$ cat src/rtl/pipelined_adder.sv
// Pipelined add/subtract: one WIDTH/STAGES-bit carry chunk resolved per stage,
// lock-step valid/ready flow control with no bubble collapsing.
module pipelined_adder #(
    parameter int WIDTH  = 32,
    parameter int STAGES = 4
) (
    input  logic             clk,
    input  logic             rst_n,
    input  logic             in_valid,
    output logic             in_ready,
    input  logic [WIDTH-1:0] A,
    input  logic [WIDTH-1:0] B,
    input  logic             cin,
    input  logic             sub,
    output logic             out_valid,
    input  logic             out_ready,
    output logic [WIDTH-1:0] sum,
    output logic             cout,
    output logic             ovf
);

    localparam int C = WIDTH / STAGES;

    logic adv;

    logic [STAGES-1:0] v_q, v_d;
    logic [STAGES-1:0] c_q, c_d;
    logic [STAGES-1:0] am_q, am_d;
    logic [STAGES-1:0] bm_q, bm_d;
    logic [WIDTH-1:0]  s_q [STAGES];
    logic [WIDTH-1:0]  s_d [STAGES];
    logic [WIDTH-1:0]  a_q [STAGES];
    logic [WIDTH-1:0]  a_d [STAGES];
    logic [WIDTH-1:0]  b_q [STAGES];
    logic [WIDTH-1:0]  b_d [STAGES];

    // Per-stage inputs: stage 0 sees the ports, stage k sees stage k-1.
    logic [WIDTH-1:0]  a_in [STAGES];
    logic [WIDTH-1:0]  b_in [STAGES];
    logic [WIDTH-1:0]  s_in [STAGES];
    logic [STAGES-1:0] c_in, v_in, am_in, bm_in;
    logic [C:0]        part;

    assign adv      = out_ready || !out_valid;
    assign in_ready = adv;

    always_comb begin
        a_in[0]  = A;
        b_in[0]  = sub ? ~B : B;
        s_in[0]  = '0;
        c_in[0]  = sub ? 1'b1 : cin;
        v_in[0]  = in_valid;
        am_in[0] = A[WIDTH-1];
        bm_in[0] = b_in[0][WIDTH-1];
        for (int k = 1; k < STAGES; k++) begin
            a_in[k]  = a_q[k-1];
            b_in[k]  = b_q[k-1];
            s_in[k]  = s_q[k-1];
            c_in[k]  = c_q[k-1];
            v_in[k]  = v_q[k-1];
            am_in[k] = am_q[k-1];
            bm_in[k] = bm_q[k-1];
        end
    end

    always_comb begin
        v_d  = v_q;
        c_d  = c_q;
        am_d = am_q;
        bm_d = bm_q;
        part = '0;
        for (int k = 0; k < STAGES; k++) begin
            s_d[k] = s_q[k];
            a_d[k] = a_q[k];
            b_d[k] = b_q[k];
            if (adv) begin
                part = {1'b0, a_in[k][k*C +: C]}
                     + {1'b0, b_in[k][k*C +: C]}
                     + {{C{1'b0}}, c_in[k]};
                s_d[k]           = s_in[k];
                s_d[k][k*C +: C] = part[C-1:0];
                c_d[k]           = part[C];
                a_d[k]           = a_in[k];
                b_d[k]           = b_in[k];
                v_d[k]           = v_in[k];
                am_d[k]          = am_in[k];
                bm_d[k]          = bm_in[k];
            end
        end
    end

    always_ff @(posedge clk or negedge rst_n) begin
        if (!rst_n) begin
            v_q  <= '0;
            c_q  <= '0;
            am_q <= '0;
            bm_q <= '0;
            for (int k = 0; k < STAGES; k++) begin
                s_q[k] <= '0;
                a_q[k] <= '0;
                b_q[k] <= '0;
            end
        end else begin
            v_q  <= v_d;
            c_q  <= c_d;
            am_q <= am_d;
            bm_q <= bm_d;
            for (int k = 0; k < STAGES; k++) begin
                s_q[k] <= s_d[k];
                a_q[k] <= a_d[k];
                b_q[k] <= b_d[k];
            end
        end
    end

    assign out_valid = v_q[STAGES-1];
    assign sum       = s_q[STAGES-1];
    assign cout      = c_q[STAGES-1];
    assign ovf       = (am_q[STAGES-1] == bm_q[STAGES-1])
                    && (sum[WIDTH-1] != am_q[STAGES-1]);

endmodule

$ cat config.mk
export PLATFORM = sky130hd
export DESIGN_NAME = pipelined_adder
export DESIGN_NICKNAME = d
export VERILOG_FILES = /design/src/rtl/pipelined_adder.sv
export SDC_FILE = /design/constraint.sdc
export NUM_CORES = 1
export LEC_CHECK = 0
export ABC_AREA = 0
export BUFFER_PORTS_ARGS = -buffer_cell sky130_fd_sc_hd__buf_4
export CORE_UTILIZATION = 55
export DETAILED_ROUTE_END_ITERATION = 12
export PLACE_DENSITY = 0.75
export SYNTH_ARGS = -nofsm -noshare
export SYNTH_HDL_FRONTEND = slang
export SYNTH_SLANG_ARGS = --single-unit
$ cat constraint.sdc
create_clock -name clk -period 3 [get_ports clk]
set_input_delay 0 -clock clk [delete_from_list [all_inputs] [get_ports clk]]
set_output_delay 0 -clock clk [all_outputs]
set_load 0.1 [all_outputs]
## Word-level counts from Yosys, hierarchy flattened

Index checks and enable logic that the tools add are counted.
Widths: inputs -> output; s select.

| word-level totals | value |
|---|---|
| bits in registers | 288 |
| input bits | 70 |
| output and inout port bits | 36 |
| logic and storage cells | 30 |

| cells by class | value |
|---|---|
| add/sub/neg operators | 8 |
| eq/ne operators | 2 |
| mux-type cells | 2 |
| bitwise gates (word level) | 1 |
| reductions and logical operators | 3 |

Operators with widths:

| kind | count |
|---|---|
| $add 8x8->9 | 4 |
| $add 9x1->9 | 4 |
| $mux 32 | 1 |
| $not 32->32 | 1 |
| $eq 1x1->1 | 1 |
| $logic_and 1x1->1 | 1 |
| $logic_not 1->1 | 1 |
| $logic_or 1x1->1 | 1 |
| $mux 1 | 1 |
| $ne 1x1->1 | 1 |

## Longest topological paths before layout

Gate-level depths: netlist (run 1).

| depth | value |
|---|---|
| depth in word-level cells | 4 |
| gate-level depth with buffers | 11 |

## Worst setup path before layout (run 1)

No wires, ideal clock.

| path | value |
|---|---|
| kind | register -> output |
| start point | reg s_q, in the netlist sum[31] |
| end point | out ovf |
| arrival | 3.021 ns |
| data required time | 3.000 ns |
| slack | -0.021 ns |
| cell stages (with the launch flop) | 2 |
| path buffers | 0 |
| cell sequence | dfrtp_1 > o21ai_0 |

| between the ends | value |
|---|---|
| longest elaborated chain between the ends | 2 |

RTL lines:

| what | RTL line | RTL |
|---|---|---|
| start, declared | 30 | `logic [WIDTH-1:0] s_q [STAGES];` |
| start signal, assigned by index | 109 | `s_q[k] <= s_d[k];` |
| $ne 1x1->1 | 120 | `&& (sum[WIDTH-1] != am_q[STAGES-1]);` |
| $logic_and 1x1->1 | 120 |  |
| end, declared | 19 | `output logic ovf` |

No other way between the ends.

## Final worst setup path (run 1)

| path | value |
|---|---|
| start point | reg a_q, in the netlist a_in[72] |
| end point | reg c_q[1] |

| between the ends | value |
|---|---|
| longest elaborated chain between the ends | 2 |

RTL lines:

| what | RTL line | RTL |
|---|---|---|
| start, declared | 32 | `logic [WIDTH-1:0] a_q [STAGES];` |
| start signal, assigned by index | 110 | `a_q[k] <= a_d[k];` |
| $add 8x8->9 | 78 | `+ {1'b0, b_in[k][k*C +: C]}` |
| $add 9x1->9 | 79 | `+ {{C{1'b0}}, c_in[k]};` |
| end signal, assigned | 95 | `c_q <= '0;` |
| end signal, assigned | 105 | `c_q <= c_d;` |
| end, declared | 27 | `logic [STAGES-1:0] c_q, c_d;` |

No other way between the ends.
A chain may end at the register's enable or synchronous reset.

==> results of run 1 <==
[final cells by class]
class                           instances  area, sq um  area share (%)
Tap cell                              184        230.2           2.214
Clock buffer                           20        466.7           4.488
Multi-Input combinational cell        683         3467           33.34
Timing Repair Buffer                  164         1403           13.49
Clock inverter                         11        133.9           1.287
Sequential cell                       186         4654           44.76
Inverter                               11        43.79          0.4211
[worst max-delay path by stage]
stage | start | to | cells past startpoint
final | a_in[72] | c_q[1] | 7
after global routing | a_in[72] | c_q[1] | 7
after CTS | a_in[72] | c_q[1] | 7
after detailed placement | a_in[72] | c_q[1] | 7
after global placement | a_in[72] | c_q[1] | 7
after floorplan | v_q[3] | s_in[65] | 5
[power groups by stage]
stage	registers [uW]	clock network, uW	logic [uW]
after floorplan	5780	0	2700
after global placement	4290	0	5360
after detailed placement	4330	0	5470
after CTS	4300	2290	5560
after global routing	4440	2390	6100
final	4290	2250	5530
[per-stage QoR]
| step | util (%) | setup WS [ps] | hold slack [ps] | cell area (sq um) | total power [uW] |
|---|---|---|---|---|---|
| after detailed placement | 63.19 | 708.8 | 109.4 | 9288 | 9802 |
| after CTS | 70.74 | 674.3 | 0.4526 | 10400 | 12160 |
| after global placement | 63.19 | 755.9 | 105.9 | 9288 | 9648 |
| after global routing | 70.74 | 492.3 | 53.72 | 10400 | 12930 |
| after floorplan | - | 416.3 | -295.6 | 8348 | 8484 |
| final | 70.74 | 684.0 | 21.28 | 10400 | 12080 |
[cell usage after synthesis (all sizes together)]
library cell  number  share of area, %
nand2            447                20
a21o               6              0.54
inv               11              0.49
dfrtp            186                56
a21oi             16              0.96
nor2              16              0.72
o21a               3              0.27
o211ai             3              0.27
a41oi              1              0.10
a31oi              5              0.37
nor2b              4              0.39
nor3              13              0.78
a211oi            10              0.90
o31ai              1             0.090
xor2              20               2.1
o311a              1              0.12
clkbuf            24               1.1
o21ai             61               3.7
or3                2              0.15
nand2b             2              0.15
o31a               2              0.21
buf               21               1.2
o21bai             4              0.36
or2                2              0.15
fa                 8               1.9
xnor2             28               2.9
ha                28               4.2
[cell families after synthesis]
| kind of cell | Yosys count | synth area share [%] |
|---|---|---|
| buffers and inverters | 56 | 2.803 |
| AOI/OAI and AO/OA | 113 | 7.854 |
| xor gates and xnor gates | 48 | 5.036 |
| adders and majority gates | 36 | 6.115 |
| DFF | 186 | 55.76 |
| and+or+nand+nor | 486 | 22.44 |
[worst max-delay path, cell delays in order (launching register included)]
cell,delay [ps]
dfrtp_1,400
fa_1,480
fa_1,420
a21oi_1,200
o21ai_0,150
o31a_1,270
o21ai_0,150
a31oi_1,100
[sequential cells by signal (all words and copies together) (netlist names)]
signal and count:
s_in 48, a_in 45, b_in 45, sum 32, am_q 4, bm_q 4, c_q 4, v_q 4
[routing by layer]
metal / global-route usage, % / up-vias / share of wire (%)
li1: - / 3221 / -
met1: 33.40 / 2896 / 48
met2: 36.18 / 110 / 47
met3: 4.193 / 16 / 3.6
met4: 6.958 / 0 / 1.3
met5: 0 / - / 0
==> results_dict.tcl, run 1 <==
set metrics [dict create \
    maxSlewHeadroom_pct 42.47 \
    crit_type "reg2reg" \
    hold_path_class "in2reg" \
    grt_use_total_pct 23.19 \
    n_fill_cell 1141 \
    final_common_cell "nand2_1" \
    reg2reg_to "c_q[1]" \
    core_sq_um 14700 \
    remaining_drc_errors 20 \
    grt_max_degree 222 \
    worstPathRequired_ps 3270 \
    p_sw_share_pct 44.98 \
    io_buffer_count 105 \
    power_frac_clock_pct 18.6 \
    final_cell_mix "nand2_1 (447), dfrtp_1 (186), buf_4 (109), o21ai_0 (60), dlygate4sd3_1 (51)" \
    critPathMaxFanout 3 \
    cts_tree "yes" \
    fin_setup_tns_ps 0 \
    dieArea_sq_um 15680 \
    hpwl_mm 10.41 \
    clk_pin_slew_ps 60 \
    pwr-share-seq_pct 35.6 \
    reg2regPathDepth 7 \
    reg2reg_from "a_in[72]" \
    comb_power_share_pct 45.8 \
    drtIter0Drc 419 \
    htreeDepth 4 \
    yosys_warnings 0 \
    antenna_found_initial 0 \
    hold_viol_final 0 \
    cap_violations 0 \
    n_antenna_cell 0 \
    die_w_microns 125.2 \
    cts-root-buf "clkbuf_16" \
    first_pass_iters 9 \
    clock_latency_ps 420 \
    fin_crit_sh_pct 77.20 \
    holdBufCountCts 51 \
    skew_ps 8.457 \
    numCtsBuffers 17 \
    seq_area_frac_synth_pct 55.76 \
    drive_gt1_share_pct 13.86 \
    avgSynthCellArea_sq_um 9.025 \
    setup_violations 0 \
    grt_pass1_wl_mm 28.95 \
    place_congestion 0.8461 \
    num_vias 6243 \
    p_int_uw 6644 \
    max_freq_mhz 431.8 \
    min-delay-start "A[7]" \
    grt-ovfl-total 0 \
    ir_worst_vdd_v 0.001007 \
    grt_pass1_vias 6119 \
    wl_mm 16.66 \
    drv_slew 0 \
    period_needed_ps 2316 \
    start_util_pct 56.79 \
    clock_sinks 186 \
    syn_area_sq_um 8348 \
    rows 44 \
    ff2ff_setup_slack_ps 680 \
    rsz0062_at_grt "no" \
    synth_cell_types 30 \
    worst-slew-pin-transition_ps 862.9 \
    synthCells 925 \
    die_h_microns 125.2 \
    cts_setup_buffers 0 \
    synth_seq_cells 186 \
    clockBufferDepth 2 \
    syn-num-nets 1031 \
    place_inst 1177 \
    holdPathStages 4 \
    p_sw_uw 5432 \
    powerDensity_nw_per_um2 1161 \
    status "finished with violations" \
    endpoint_kind "flop" \
    start_kind "flop" \
    ioPinCount 106 \
    wl_per_cell_microns 13.23 \
    failed_checks "DRC" \
    leakagePower_uw 0.005266 \
    via_per_inst 4.959 \
    drtAntennaViolNets 0 \
    cts.repair.resized 0 \
    layout.cells.non_filler 1259 \
    synthToLayoutAreaGrowth_pct 24.57 \
    hold_path_end "c_q[0]" \
    nets 1169 \
    cp.arrival_ps 2590 \
]
(Power assumes the default switching activity.)
==> run 2, diff against run 1 <==
--- a/config.mk
+++ b/config.mk
@@ -5,11 +5,11 @@
 export SDC_FILE = /design/constraint.sdc
 export NUM_CORES = 1
 export LEC_CHECK = 0
-export ABC_AREA = 0
+export ABC_AREA = 1
 export BUFFER_PORTS_ARGS = -buffer_cell sky130_fd_sc_hd__buf_4
-export CORE_UTILIZATION = 55
+export CORE_UTILIZATION = 53
 export DETAILED_ROUTE_END_ITERATION = 12
-export PLACE_DENSITY = 0.75
+export PLACE_DENSITY = 0.76
 export SYNTH_ARGS = -nofsm -noshare
 export SYNTH_HDL_FRONTEND = slang
 export SYNTH_SLANG_ARGS = --single-unit
==> constraint.sdc (replaced) <==
create_clock -name clk -period 1.9 [get_ports clk]
set_input_delay 0 -clock clk [delete_from_list [all_inputs] [get_ports clk]]
set_output_delay 0 -clock clk [all_outputs]
set_load 0.1 [all_outputs]
==> run 2 against run 1 <==
Net effect:
- critical path type unchanged
- global-route usage grew 0.53 points
- non-clock buffer count grew 7
- count of clock-buffer cells in the layout grew 1
- highest routed layer unchanged
- the flow now finishes without violations
- final cell count grew 11%
- core utilization shrank 2.7 points
==> results_dict.tcl, run 2 <==
set metrics [dict create \
    status "completed" \
    ys_top_cells_by_area "dfrtp_1 (54%), nand2_1 (22%), ha_1 (4.1%)" \
    top_layer "met4" \
    power_frac_clock_pct 18.5 \
    endpoint_kind "flop" \
    reg2reg_from "c_q[1]" \
    worstPathRequired_ps 2220 \
    setup_violations 0 \
    start_kind "flop" \
    drtIter0Drc 417 \
    period_needed_ps 1808 \
    n_antenna_cell 0 \
    synth_edf_count 0 \
    rows 46 \
    ff2ff_setup_slack_ps 90 \
    cts_tree "yes" \
    placed_area_sq_um 9614 \
    yosys_warnings 0 \
    max_freq_mhz 553.1 \
    synthFlopType "dfrtp_1" \
    cpLargestDelayFamily "adder cells" \
    antenna_found_initial 0 \
    holdPathStages 5 \
    async_reset_ff_share_pct 100.0 \
    fin_crit_sh_pct 95.16 \
    grt_pass1_vias 6521 \
    maxSlewHeadroom_pct 54.88 \
    critPathMaxFanout 3 \
    largest_reg_flops 48 \
    syn_area_sq_um 8599 \
    seq_area_frac_synth_pct 54.12 \
    p_sw_uw 9057 \
    skew_ps 8.731 \
    hold_path_end "s_in[64]" \
    clk_pin_slew_ps 70 \
    crit_type "reg2reg" \
    synth_commonest_cells "nand2_1 (513), dfrtp_1 (186), inv_1 (56)" \
    yosysTopAreaCellShare_pct 54.12 \
    final_cell_mix "nand2_1 (511), dfrtp_1 (185), buf_4 (114), inv_1 (56), dlygate4sd3_1 (51)" \
    synth_top_area_cell "dfrtp_1" \
    grt_max_degree 162 \
    crit_cells 8 \
    grt_use_total_pct 23.72 \
    final_common_cell "nand2_1" \
    pwr-share-seq_pct 34.5 \
    hold_path_class "in2reg" \
    synth_cell_types 22 \
    num_vias 6807 \
    n_fill_cell 1308 \
    dieArea_sq_um 16740 \
    p_int_uw 10590 \
    fin_setup_tns_ps 0 \
    clock_latency_ps 430 \
    grt-ovfl-total 0 \
    htreeDepth 4 \
    slowest_delay_ps 420 \
    postLayoutCellArea_sq_um 10810 \
    synthToLayoutAreaGrowth_pct 25.69 \
    synth_seq_cells 186 \
    multi_input_area_sq_um 3582 \
    clock_sinks 186 \
    drv_slew 0 \
    wl_met2_mm 8.583 \
    path_buf_inv 0 \
    start_util_pct 54.14 \
    synthCells 1026 \
    first_pass_iters 5 \
    crit_chain "fa_2 > fa_2 > nand2_2 > nand3_2 > nand3_2 > nor2_1 > o21ai_0 > nand2_1" \
    synth.most_common_cell "nand2_1" \
    cap_violations 0 \
    die_h_microns 129.4 \
    nets 1278 \
    wl_met1_mm 9.030 \
    p_sw_share_pct 46.09 \
    die_w_microns 129.4 \
    hold_viol_final 0 \
    drive_gt1_share_pct 14.77 \
    reg2regPathDepth 8 \
    hpwl_mm 11.55 \
    syn-num-nets 1132 \
    regArea_sq_um 4656 \
    cpMaxStageDelayCell "fa_2" \
    via_per_inst 4.859 \
    core_sq_um 15890 \
    cp.arrival_ps 2130 \
    avgSynthCellArea_sq_um 8.382 \
    drtAntennaViolNets 0 \
    numCtsBuffers 17 \
    reg2reg_to "c_q[2]" \
    wl_per_cell_microns 13.15 \
    comb_power_share_pct 47.0 \
    remaining_drc_errors 0 \
    place_congestion 0.8466 \
    cts-root-buf "clkbuf_16" \
    ir_worst_vdd_v 0.0009289 \
    leakagePower_uw 0.005699 \
    worst-slew-pin-transition_ps 676.9 \
    clockBufferDepth 2 \
    wl_mm 18.43 \
    wl_met3_microns 563 \
    min-delay-start "cin" \
    ioPinCount 106 \
    grt_pass1_wl_mm 30.81 \
    powerDensity_nw_per_um2 1818 \
    io_buffer_count 105 \
]
-- run 2: cell count changes in the layout (fill, tap and decap cells not counted), moves of 9 or more --
cell / change
a211oi_1: -9
inv_1: +46
nand2_1: +64
nand3_1: +34
nor3_1: -13
o21ai_0: -12
o21ai_1: +10
xor2_1: -13
-- run 2: kinds of logic (layout without fill, tap and decap cells) --
kind of cell / Yosys count / after routing / synth area share (%)
xor+xnor: 32 / 32 / 3.259
fa+ha+maj: 36 / 36 / 5.936
flops: 186 / 186 / 54.12
simple gates: 591 / 591 / 26.96
buf+inv: 101 / 260 / 5.005
compound gates: 80 / 80 / 4.714
-- run 2: how the worst max path moves through the flow --
| stage | from | end |
|---|---|---|
| after floorplan | sum[31] | ovf |
| after global placement | a_in[72] | c_q[1] |
| after detailed placement | a_in[72] | c_q[1] |
| after CTS | a_in[48] | c_q[2] |
| after global routing | a_in[24] | sum[30] |
| final | c_q[1] | c_q[2] |
-- run 2: metrics by stage --
step	cells	power (uW)	utilization [%]	setup slack, ps	hold slack (ps)
3_5_place_dp	1316	15700	60.52	-72.39	16.54
4_1_cts	1399	19600	67.71	16.34	42.59
3_3_place_gp	1316	15460	60.52	-14.18	16.50
2_1_floorplan	1026	13590	-	-53.46	-295.6
5_1_grt	1401	21070	68.05	-3.747	58.64
6_report	1401	19650	68.05	91.98	53.26
-- run 2: cell type report --
type                            count  share of cell area, %
Inverter                           57                  2.003
Clock inverter                     11                  1.331
Clock buffer                       21                  4.260
Tap cell                          216                  2.500
Sequential cell                   186                  43.07
Multi-Input combinational cell    739                  33.14
Timing Repair Buffer              171                  13.69
-- run 2: worst reg2reg max path: stages (launching register included) --
cell and delay, ps:
dfrtp_1 410, fa_2 420, fa_2 360, nand2_2 80, nand3_2 90, nand3_2 110
nor2_1 40, o21ai_0 130, nand2_1 60
-- run 2: what timing repair did --
| item | 4_1_cts | 5_1_grt |
|---|---|---|
| pin swaps | 0 | 3 |
| endpoints found under the hold margin | 163 | 0 |
| hold buffers | 51 | 0 |
| setup buffers | 0 | 2 |
| endpoints found under the setup margin | 5 | 6 |
| gates resized for setup | 8 | 9 |
-- run 2: metal layers --
| layer | vias to the layer above | global-route usage (%) |
|---|---|---|
| met5 | - | 0 |
| met4 | 0 | 7.958 |
| met3 | 18 | 4.666 |
| met2 | 111 | 37.54 |
| met1 | 3195 | 32.87 |
| li1 | 3483 | - |
-- run 2: power by group through the flow --
stage | clock network (uW) | registers, uW | logic, uW
4_1_cts | 3700 | 6780 | 9120
3_3_place_gp | 0 | 6760 | 8700
6_report | 3640 | 6780 | 9240
5_1_grt | 3850 | 6990 | 10200
2_1_floorplan | 0 | 9140 | 4440
3_5_place_dp | 0 | 6820 | 8870
